==> config.mk <==
export PLATFORM = sky130hd
export DESIGN_NAME = r5fp_postproc_round_flat
export DESIGN_NICKNAME = d
export VERILOG_FILES = /design/src/rtl/r5fp_postproc_round_if.sv /design/src/rtl/r5fp_postproc_round.sv /design/src/flat_wrapper.sv
export SDC_FILE = /design/constraint.sdc
export NUM_CORES = 1
export LEC_CHECK = 0
export BUFFER_PORTS_ARGS = -buffer_cell sky130_fd_sc_hd__buf_2
export CAP_MARGIN = 20
export CORE_UTILIZATION = 42
export CTS_CLUSTER_DIAMETER = 60
export CTS_CLUSTER_SIZE = 14
export DETAILED_ROUTE_END_ITERATION = 7
export RECOVER_POWER = 100
export SYNTH_ARGS = -nofsm -noshare
export SYNTH_HDL_FRONTEND = slang
export SYNTH_SLANG_ARGS = --single-unit
export TNS_END_PERCENT = 30
==> constraint.sdc <==
create_clock -name clk -period 26.9 [get_ports clk]
set_input_delay 5.38 -clock clk [delete_from_list [all_inputs] [get_ports clk]]
set_output_delay 5.38 -clock clk [all_outputs]
set_load 0.01 [all_outputs]
==> src/rtl/r5fp_postproc_round_if.sv <==
// Bus between an FP arithmetic datapath and its post-processing/rounding stage.
// The master drives the unrounded intermediate result; the slave returns the packed result.
interface r5fp_postproc_round_if #(
    parameter int SIG_W   = 23,
    parameter int EXP_W   = 8,
    parameter int I_SIG_W = 28
);
    logic                     in_valid;
    logic [6:0]               aStatus;
    logic                     aSign;
    logic [EXP_W+1:0]         aExp;
    logic [I_SIG_W-1:0]       aSig;
    logic [EXP_W-1:0]         tailZeroCnt;
    logic [2:0]               rnd;
    logic [SIG_W+EXP_W:0]     z;
    logic [7:0]               status;
    logic                     out_valid;

    modport master (
        output in_valid, aStatus, aSign, aExp, aSig, tailZeroCnt, rnd,
        input  z, status, out_valid
    );

    modport slave (
        input  in_valid, aStatus, aSign, aExp, aSig, tailZeroCnt, rnd,
        output z, status, out_valid
    );
endinterface

==> src/rtl/r5fp_postproc_round.sv <==
// Normalise, denormalise, round and pack a wide intermediate FP result into
// IEEE-754 format with exception flags; one registered stage.
module r5fp_postproc_round #(
    parameter int SIG_W   = 23,
    parameter int EXP_W   = 8,
    parameter int I_SIG_W = 28
) (
    input  logic                 clk,
    input  logic                 reset,
    r5fp_postproc_round_if.slave bus
);
    localparam int OUT_W = SIG_W + EXP_W + 1;
    localparam int EW    = EXP_W + 4;
    localparam int SAT   = SIG_W + 2;
    localparam int G_BIT = I_SIG_W - 3 - SIG_W;

    localparam logic signed [EW-1:0] E_ZERO   = '0;
    localparam logic signed [EW-1:0] E_ONE    = EW'(1);
    localparam logic signed [EW-1:0] E_SATLIM = EW'(1 - SAT);
    localparam logic signed [EW-1:0] E_MAX    = EW'((1 << EXP_W) - 1);
    localparam logic [EXP_W-1:0]     TZ_LIM   = EXP_W'(I_SIG_W);
    localparam logic [I_SIG_W-1:0]   LOW_MASK = (I_SIG_W'(1) << G_BIT) - I_SIG_W'(1);

    logic [I_SIG_W-1:0]     sig_sh, sig_n, sig_d;
    logic signed [EW-1:0]   exp_a, exp_n, exp_r;
    logic [EW-1:0]          shamt;
    logic [SIG_W:0]         mant;
    logic [SIG_W+1:0]       mant_r;
    logic [SIG_W-1:0]       frac;
    logic [2:0]             mode;
    logic                   stk_n, lost, tiny_range, nonzero;
    logic                   guard, sticky, inc, inexact, huge, ovf_inf;
    logic [OUT_W-1:0]       z_next, z_reg;
    logic [7:0]             status_next, status_reg;
    logic                   out_valid_reg;
    logic                   unused_status;

    assign unused_status = ^{bus.aStatus[6], bus.aStatus[4:3]};

    always_comb begin
        z_next      = '0;
        status_next = '0;

        sig_sh = (bus.tailZeroCnt >= TZ_LIM) ? '0 : (bus.aSig << bus.tailZeroCnt);
        exp_a  = EW'($signed(bus.aExp)) - $signed({{(EW-EXP_W){1'b0}}, bus.tailZeroCnt});

        // Integer-overflow bit set: renormalise right by one.
        stk_n = bus.aStatus[5];
        sig_n = sig_sh;
        exp_n = exp_a;
        if (sig_sh[I_SIG_W-1]) begin
            sig_n = sig_sh >> 1;
            stk_n = bus.aStatus[5] | sig_sh[0];
            exp_n = exp_a + E_ONE;
        end

        tiny_range = (exp_n <= E_ZERO);
        shamt      = '0;
        if (tiny_range)
            shamt = (exp_n <= E_SATLIM) ? EW'(SAT) : (E_ONE - exp_n);
        sig_d = sig_n >> shamt;
        lost  = tiny_range && ((sig_d << shamt) != sig_n);

        mant   = sig_d[I_SIG_W-2 -: SIG_W+1];
        guard  = sig_d[G_BIT];
        sticky = stk_n | lost | ((sig_d & LOW_MASK) != '0);

        mode = (bus.rnd > 3'd5) ? 3'd0 : bus.rnd;
        case (mode)
            3'd1:    inc = 1'b0;
            3'd2:    inc = !bus.aSign & (guard | sticky);
            3'd3:    inc = bus.aSign & (guard | sticky);
            3'd4:    inc = guard;
            3'd5:    inc = guard | sticky;
            default: inc = guard & (sticky | mant[0]);
        endcase
        case (mode)
            3'd1:    ovf_inf = 1'b0;
            3'd2:    ovf_inf = !bus.aSign;
            3'd3:    ovf_inf = bus.aSign;
            default: ovf_inf = 1'b1;
        endcase

        mant_r = {1'b0, mant} + {{(SIG_W+1){1'b0}}, inc};
        // A subnormal that rounds into the hidden bit becomes the smallest normal.
        if (tiny_range)
            exp_r = mant_r[SIG_W] ? E_ONE : E_ZERO;
        else
            exp_r = exp_n + (mant_r[SIG_W+1] ? E_ONE : E_ZERO);
        frac    = mant_r[SIG_W+1] ? mant_r[SIG_W:1] : mant_r[SIG_W-1:0];
        inexact = guard | sticky;
        nonzero = (sig_n != '0) | bus.aStatus[5];
        huge    = (exp_r >= E_MAX);

        if (bus.aStatus[2]) begin
            z_next      = {1'b0, {EXP_W{1'b1}}, 1'b1, {(SIG_W-1){1'b0}}};
            status_next = 8'h04;
        end else if (bus.aStatus[1]) begin
            z_next      = {bus.aSign, {EXP_W{1'b1}}, {SIG_W{1'b0}}};
            status_next = 8'h02;
        end else if (bus.aStatus[0] || (bus.aSig == '0 && !bus.aStatus[5])) begin
            z_next      = {bus.aSign, {(OUT_W-1){1'b0}}};
            status_next = 8'h01;
        end else begin
            status_next[3] = tiny_range & nonzero;
            status_next[5] = inexact;
            if (huge) begin
                status_next[4] = 1'b1;
                status_next[5] = 1'b1;
                z_next = ovf_inf ? {bus.aSign, {EXP_W{1'b1}}, {SIG_W{1'b0}}}
                                 : {bus.aSign, {(EXP_W-1){1'b1}}, 1'b0, {SIG_W{1'b1}}};
            end else if (mant_r == '0) begin
                status_next[0] = 1'b1;
                z_next         = {bus.aSign, {(OUT_W-1){1'b0}}};
            end else begin
                z_next = {bus.aSign, exp_r[EXP_W-1:0], frac};
            end
        end
    end

    always_ff @(posedge clk) begin
        if (reset) begin
            z_reg         <= '0;
            status_reg    <= '0;
            out_valid_reg <= 1'b0;
        end else begin
            out_valid_reg <= bus.in_valid;
            if (bus.in_valid) begin
                z_reg      <= z_next;
                status_reg <= status_next;
            end
        end
    end

    assign bus.z         = z_reg;
    assign bus.status    = status_reg;
    assign bus.out_valid = out_valid_reg;
endmodule

==> src/flat_wrapper.sv <==
// flat-port wrapper written by rule: the top's interface ports become plain ports
module r5fp_postproc_round_flat 
#(
    parameter int SIG_W   = 23,
    parameter int EXP_W   = 8,
    parameter int I_SIG_W = 28
)
  (clk, reset, bus_in_valid, bus_aStatus, bus_aSign, bus_aExp, bus_aSig, bus_tailZeroCnt, bus_rnd, bus_z, bus_status, bus_out_valid);
  r5fp_postproc_round_if #(.SIG_W(SIG_W), .EXP_W(EXP_W), .I_SIG_W(I_SIG_W)) bus_i ();
  input  logic clk;
  input  logic reset;
  input wire logic [$bits(bus_i.in_valid)-1:0] bus_in_valid;
  input wire logic [$bits(bus_i.aStatus)-1:0] bus_aStatus;
  input wire logic [$bits(bus_i.aSign)-1:0] bus_aSign;
  input wire logic [$bits(bus_i.aExp)-1:0] bus_aExp;
  input wire logic [$bits(bus_i.aSig)-1:0] bus_aSig;
  input wire logic [$bits(bus_i.tailZeroCnt)-1:0] bus_tailZeroCnt;
  input wire logic [$bits(bus_i.rnd)-1:0] bus_rnd;
  output wire logic [$bits(bus_i.z)-1:0] bus_z;
  output wire logic [$bits(bus_i.status)-1:0] bus_status;
  output wire logic [$bits(bus_i.out_valid)-1:0] bus_out_valid;
  assign bus_i.in_valid = bus_in_valid;
  assign bus_i.aStatus = bus_aStatus;
  assign bus_i.aSign = bus_aSign;
  assign bus_i.aExp = bus_aExp;
  assign bus_i.aSig = bus_aSig;
  assign bus_i.tailZeroCnt = bus_tailZeroCnt;
  assign bus_i.rnd = bus_rnd;
  assign bus_z = bus_i.z;
  assign bus_status = bus_i.status;
  assign bus_out_valid = bus_i.out_valid;
  r5fp_postproc_round #(.SIG_W(SIG_W), .EXP_W(EXP_W), .I_SIG_W(I_SIG_W)) u_core (.clk(clk), .reset(reset), .bus(bus_i));
endmodule
==> run metrics, run 1 <==
pin count of the biggest net entering global routing=53; total setup buffers inserted after CTS=0; 1st-iter DRT viols=around 2,600; Post-Synth XOR/XNOR Area=3.20%; CTS HTree Levels=2; DRT Pass-1 Iters=6; setup tns final=0 ps; Worst-Skew Late Latency=roughly 280 ps; Die W=about 160 um; Placer Congestion=~1.0; Post-route DRC=0; CTS Buf Count=5; gr ovfl total=0; Clk pin slew, worst setup/hold paths=~60 ps; clk root buf=clkbuf_16; r2r setup slk=25,890 ps; synthesis warning total=0; Crit Path Class=in -> reg; DPL Wire Length=about 41,000 um; Worst R2R Path Depth=4; pwr/cell area=32.3 nW/um2; Seq/Total Area, Yosys=7.28%; cells after synthesis=~1,600; row cnt=between 50 and 60; failing checks=max-capacitance violations, max-slew violations; complex-gate fraction of the synthesized area=around two fifths; Synth Area in Adders=roughly 1.9%; RR Endpoint=u_core.bus.z[23]; CP Data Arrival Time=~21,000 ps; initial antenna violation count=1; share of the synthesized area in the top cell type=between 7 and 8%; final setup margin=5970 ps; Lkg Pwr=slightly below 4 nW; number of vias per cell=~7.4; Reg-to-Reg Start=u_core.bus.z[23]; final max-slew violation count=26; number of routed nets with antenna violations=0; TritonCTS clock tree=done; WP buf/inv=4; area of the core=25,100 um2; WL final=approximately 54,000 um; layout cells sized above 1=between 10% and 20%; vias in the first global route=approximately 13,000; Worst Setup End Kind=flip-flop; final instance area=approximately 12,000 um2; max-cap violations=1; Max rail drop VDD=just over 0.04 mV; Cell variety after synth=between 100 and 150; Post-CTS Hold Buffers=0; Synth async-reset ratio=0%; die height=162 um; Fin Clk Skew=0 ps; max reg flops=32; fillcell total=about 2,700; ranking of synthesized cells by area=dfxtp_1 (7.3%), nor2_1 (5.8%), nand2_1 (5.5%); clk sinks=39; status=finished with violations; # setup viols final=0; Max FO, Critical Path=26; Critical-path top delay cell=clkbuf_1; crit-path most repeated cell=ha_1; main combinational cell family by area after synthesis=compound AO/OA/AOI/OAI gates; Initial Util=42.7%; startpoint types=input pin; Slew HR=-5.51%; Fin Hold WS=465 ps; detailed-route wire length per cell=approximately 28 um; area leader, netlist=dfxtp_1; Vias=about 14,000; Syn Std Cell Area=10,700 um2; Worst Tran Pin Value=approximately 1600 ps; RSZ-0062 raised after global routing=no; achievable clock frequency=between 40 and 50 MHz; data required time of the worst path=~27,000 ps; Crit. Startpoint=bus_tailZeroCnt[1]; hold path startpoint=u_core.bus.z[14]; Critical Path End=u_core.bus.z[25]; CTS Buffer Depth=2; I/O pin count=101; Largest stage delay, worst path=about 1200 ps; Simple-Gate Fraction of Synth Area=32.5%; Place WS=7910 ps; Hold Crit Class=reg -> reg; Nets=1,689; PortBufs=95; Worst path top cell family by delay=compound AO/OA/AOI/OAI gates; mux cell area share after synthesis=between 10% and 20%; total track usage=40.1%; final period utilization=between 70% and 80%; area grow syn2layout=7.85%; number of enable flip-flop cells after synthesis=0; Avg Inst Size Synth=slightly below 7 um2; Stages on worst setup path=42; DP Area=approximately 11,000 um2; post-cts resize count=0; post-synthesis register bit count=39; Top FF cell, synth=dfxtp_1; first-pass GRT wire length=80,900 um; final hold vios=0; Period minus WS final=20,930 ps; DIE AREA=26,200 um2
## cells in the mapped netlist (11+ instances only)
| master | count |
|---|---|
| ha_1 | 15 |
| a2111oi_0 | 12 |
| a22oi_1 | 25 |
| a32oi_1 | 12 |
| a21oi_1 | 93 |
| nor4_1 | 46 |
| inv_1 | 26 |
| o221ai_1 | 17 |
| and3_1 | 15 |
| xnor2_1 | 24 |
| mux2_2 | 11 |
| dfxtp_1 | 39 |
| nand4_1 | 26 |
| o21a_1 | 12 |
| nor3_1 | 98 |
| nand2b_1 | 15 |
| clkbuf_1 | 73 |
| mux2i_1 | 58 |
| nand3_1 | 63 |
| or3_1 | 13 |
| and2_1 | 20 |
| nor2_1 | 165 |
| a21o_1 | 17 |
| a31oi_1 | 23 |
| buf_2 | 26 |
| a211oi_1 | 34 |
| nand2_1 | 158 |
| o22ai_1 | 35 |
| o211ai_1 | 40 |
| o31ai_1 | 24 |
| buf_1 | 14 |
| o211a_1 | 11 |
| mux4_2 | 22 |
| o21ai_0 | 77 |
## how the worst min path moves through the flow
stage                                end  depth (start not counted)
finish                  u_core.bus.z[14]                          2
global route            u_core.bus.z[14]                          2
CTS                 u_core.bus.status[2]                          2
detailed placement      u_core.bus.z[14]                          2
global placement        u_core.bus.z[14]                          2
floorplan               u_core.bus.z[12]                          2
## stage by stage
stage               util, %  instances  power, mW
floorplan                 -       1585      0.219
global placement       45.7       1935      0.296
detailed placement     45.7       1935      0.295
CTS                    46.4       1943      0.364
global route           46.1       1944      0.389
finish                 46.1       1945      0.374
## logic make-up after synthesis
family          count (synthesis)
simple gates                  692
flops                          39
fa+ha+maj                      16
mux                            92
compound gates                560
buf+inv                       148
xor+xnor                       36
other cells                     1
## placed cells by master, fill, tap and decap left out, types with 25 or more instances in the layout
cell        n
nor2_1    163
nand2_1   158
nor3_1     97
a21oi_1    91
o21ai_0    77
nand3_1    63
mux2i_1    58
buf_2      54
nor4_1     46
clkbuf_1   44
buf_4      44
o211ai_1   40
dfxtp_1    39
o22ai_1    35
a211oi_1   33
inv_1      26
nand4_1    26
a22oi_1    25
## report_power, final
| part | switching (mW) | total (mW) | internal, mW |
|---|---|---|---|
| Sequential | 0.00107 | 0.0611 | 0.0600 |
| Combinational | 0.174 | 0.246 | 0.0719 |
| Clock | 0.0233 | 0.0669 | 0.0437 |
## per-layer routing
| metal | share of wire, % | GRT usage (%) |
|---|---|---|
| met1 | 41 | 55.9 |
| met5 | 0.098 | 0 |
| met2 | 39 | 56.6 |
| met3 | 14 | 10.6 |
| met4 | 5.8 | 19.3 |
## tightest hold or removal path, cell delays in order, from the launching register on
cell	delay [ps]
dfxtp_1	310
nand2_1	60
a21oi_1	50
## cell type report
type	count	area [um2]	share of cell area, %
inverters	27	101	0.876
diodes	1	2.50	0.0216
flip-flops and latches	39	781	6.75
repair buffers	142	766	6.62
multi-input cells	1398	9340	80.7
well taps	330	413	3.57
clock buffers	5	125	1.08
clock inverters	3	43.8	0.379
No activity file was read; power rests on OpenSTA's default activity.
==> inputs of run 2 (changes only) <==
==> constraint.sdc (replaced) <==
create_clock -name clk -period 19.2 [get_ports clk]
set_input_delay 3.84 -clock clk [delete_from_list [all_inputs] [get_ports clk]]
set_output_delay 3.84 -clock clk [all_outputs]
set_load 0.01 [all_outputs]
==> run metrics, run 2 (same netlist as run 1, synthesis figures left out) <==
startpoint types=input pin; number of routed nets with antenna violations=0; DIE AREA=26,200 um2; post-layout util=a little under half; RSZ-0062 raised after global routing=no; PortBufs=95; I/O pin count=between 100 and 150; Worst Setup End Kind=flip-flop; Crit Path Class=in -> reg; Post-CTS Hold Buffers=0; # setup viols final=0; Seq pwr share=between 15 and 20%; final hold vios=0; Clk pin slew, worst setup/hold paths=~50 ps; achievable clock frequency=around 57 MHz; number of vias per cell=around 7.4; Worst-Skew Late Latency=280 ps; Period minus WS final=about 18,000 ps; final period utilization=between 90% and 100%; Max rail drop VDD=roughly 0.076 mV; Place WS=about 2700 ps; total setup buffers inserted after CTS=0; final setup margin=1620 ps; Post-route DRC=0; commonest cells after routing, fill and taps aside=nor2_1 (163), nand2_1 (158), nor3_1 (97); vias in the first global route=13,000; Largest stage delay, worst path=880 ps; CTS Buf Count=5; pwr/cell area=~44 nW/um2; combinational share of power=66.6%; 1st-iter DRT viols=2,372; max reg flops=32; post-cts resize count=0; data required time of the worst path=roughly 19,000 ps; pin count of the biggest net entering global routing=just under 50; Max FO, Critical Path=26; clock network fraction of design power=between 10% and 20%; first-pass GRT wire length=between 80,000 and 90,000 um; Slew HR=between 10% and 20%; Fin Clk Skew=0 ps; area of the core=25,100 um2; DPL Wire Length=40,600 um; Critical-path top delay cell=clkbuf_1; Nets=1,695; Hold Crit Class=reg -> reg; total track usage=39.9%; area grow syn2layout=8.49%; Placed Instances=slightly below 2,000; Initial Util=a little over two fifths; Die W=162 um; row cnt=between 50 and 60; final max-slew violation count=0; DRT Pass-1 Iters=6; TritonCTS clock tree=done; Switching Fraction=a little over half; Non-Filler Instances=1,952; clk root buf=clkbuf_16; most common cell after layout, fill and taps aside=nor2_1; Vias=~14,000; status=completed; detailed-route wire length per cell=roughly 27 um; initial antenna violation count=2; CP Data Arrival Time=roughly 18,000 ps; max-cap violations=0; clk sinks=39; CTS Buffer Depth=2; Placer Congestion=between 1 and 1.5; die height=~160 um; P_int=0.241 mW; gr ovfl total=0; Lkg Pwr=approximately 4 nW; WL final=about 54,000 um; crit-path most repeated cell=ha_1; CTS HTree Levels=2; setup tns final=0 ps; Fin Hold WS=about 460 ps; layout cells sized above 1=approximately 13%; P_sw=around 0.28 mW; Worst Tran Pin Value=1260 ps
-- run 2: cell count changes in the layout (fill, tap and decap cells not counted), sizes merged --
cell,before,now
clkbuf,49,48
clkinvlp,0,1
bufinv,1,0
clkinv,3,1
buf,98,107
diode,1,2
-- run 2: layout make-up --
cell class,instances,area [um2]
Tap cell,330,413
Sequential cell,39,781
Clock buffer,7,153
Clock inverter,1,7.51
Multi-Input combinational cell,1398,9360
Fill cell,2705,13500
Timing Repair Buffer,148,822
Antenna cell,2,5.00
Inverter,27,101
-- run 2: power groups by stage --
stage               Sequential [mW]  Combinational, mW  Clock (mW)
floorplan                    0.0887              0.218           0
global placement             0.0872              0.327           0
detailed placement           0.0872              0.326           0
CTS                          0.0854              0.327      0.0890
global route                 0.0859              0.361      0.0920
finish                       0.0856              0.345      0.0871
-- run 2: through the flow --
| step | area [um2] | power (mW) |
|---|---|---|
| 6_report | 11600 | 0.518 |
| 5_1_grt | 11600 | 0.539 |
| 4_1_cts | 11700 | 0.502 |
| 3_5_place_dp | 11500 | 0.413 |
| 3_3_place_gp | 11500 | 0.414 |
| 2_1_floorplan | 10700 | 0.307 |
-- run 2: routing by layer --
| layer | share of wire, % | up-vias | track usage (%) | routed length [um] |
|---|---|---|---|---|
| met4 | 6.1 | 0 | 21.2 | 3270 |
| met3 | 13 | 243 | 9.32 | 7180 |
| li1 | - | 6321 | - | - |
| met5 | 0 | - | 0 | 0 |
| met1 | 41 | 6707 | 55.6 | 22100 |
| met2 | 39 | 1120 | 56.2 | 21000 |
-- run 2: path summary, 6_finish.rpt --
check                endpoint  slack (ps)               start  cells past startpoint
max          u_core.bus.z[25]        1620  bus_tailZeroCnt[1]                     41
min          u_core.bus.z[16]         460    u_core.bus.z[16]                      2
max reg2reg  u_core.bus.z[23]       18180    u_core.bus.z[23]                      4
min reg2reg  u_core.bus.z[16]         460    u_core.bus.z[16]                      2
-- run 2: critical path, delay by kind of cell --
kind	cells	cell delay, ps
AOI/OAI and AO/OA	16	5360
and+or+nand+nor	15	4930
buffers and inverters	5	1730
adders and majority gates	5	1790
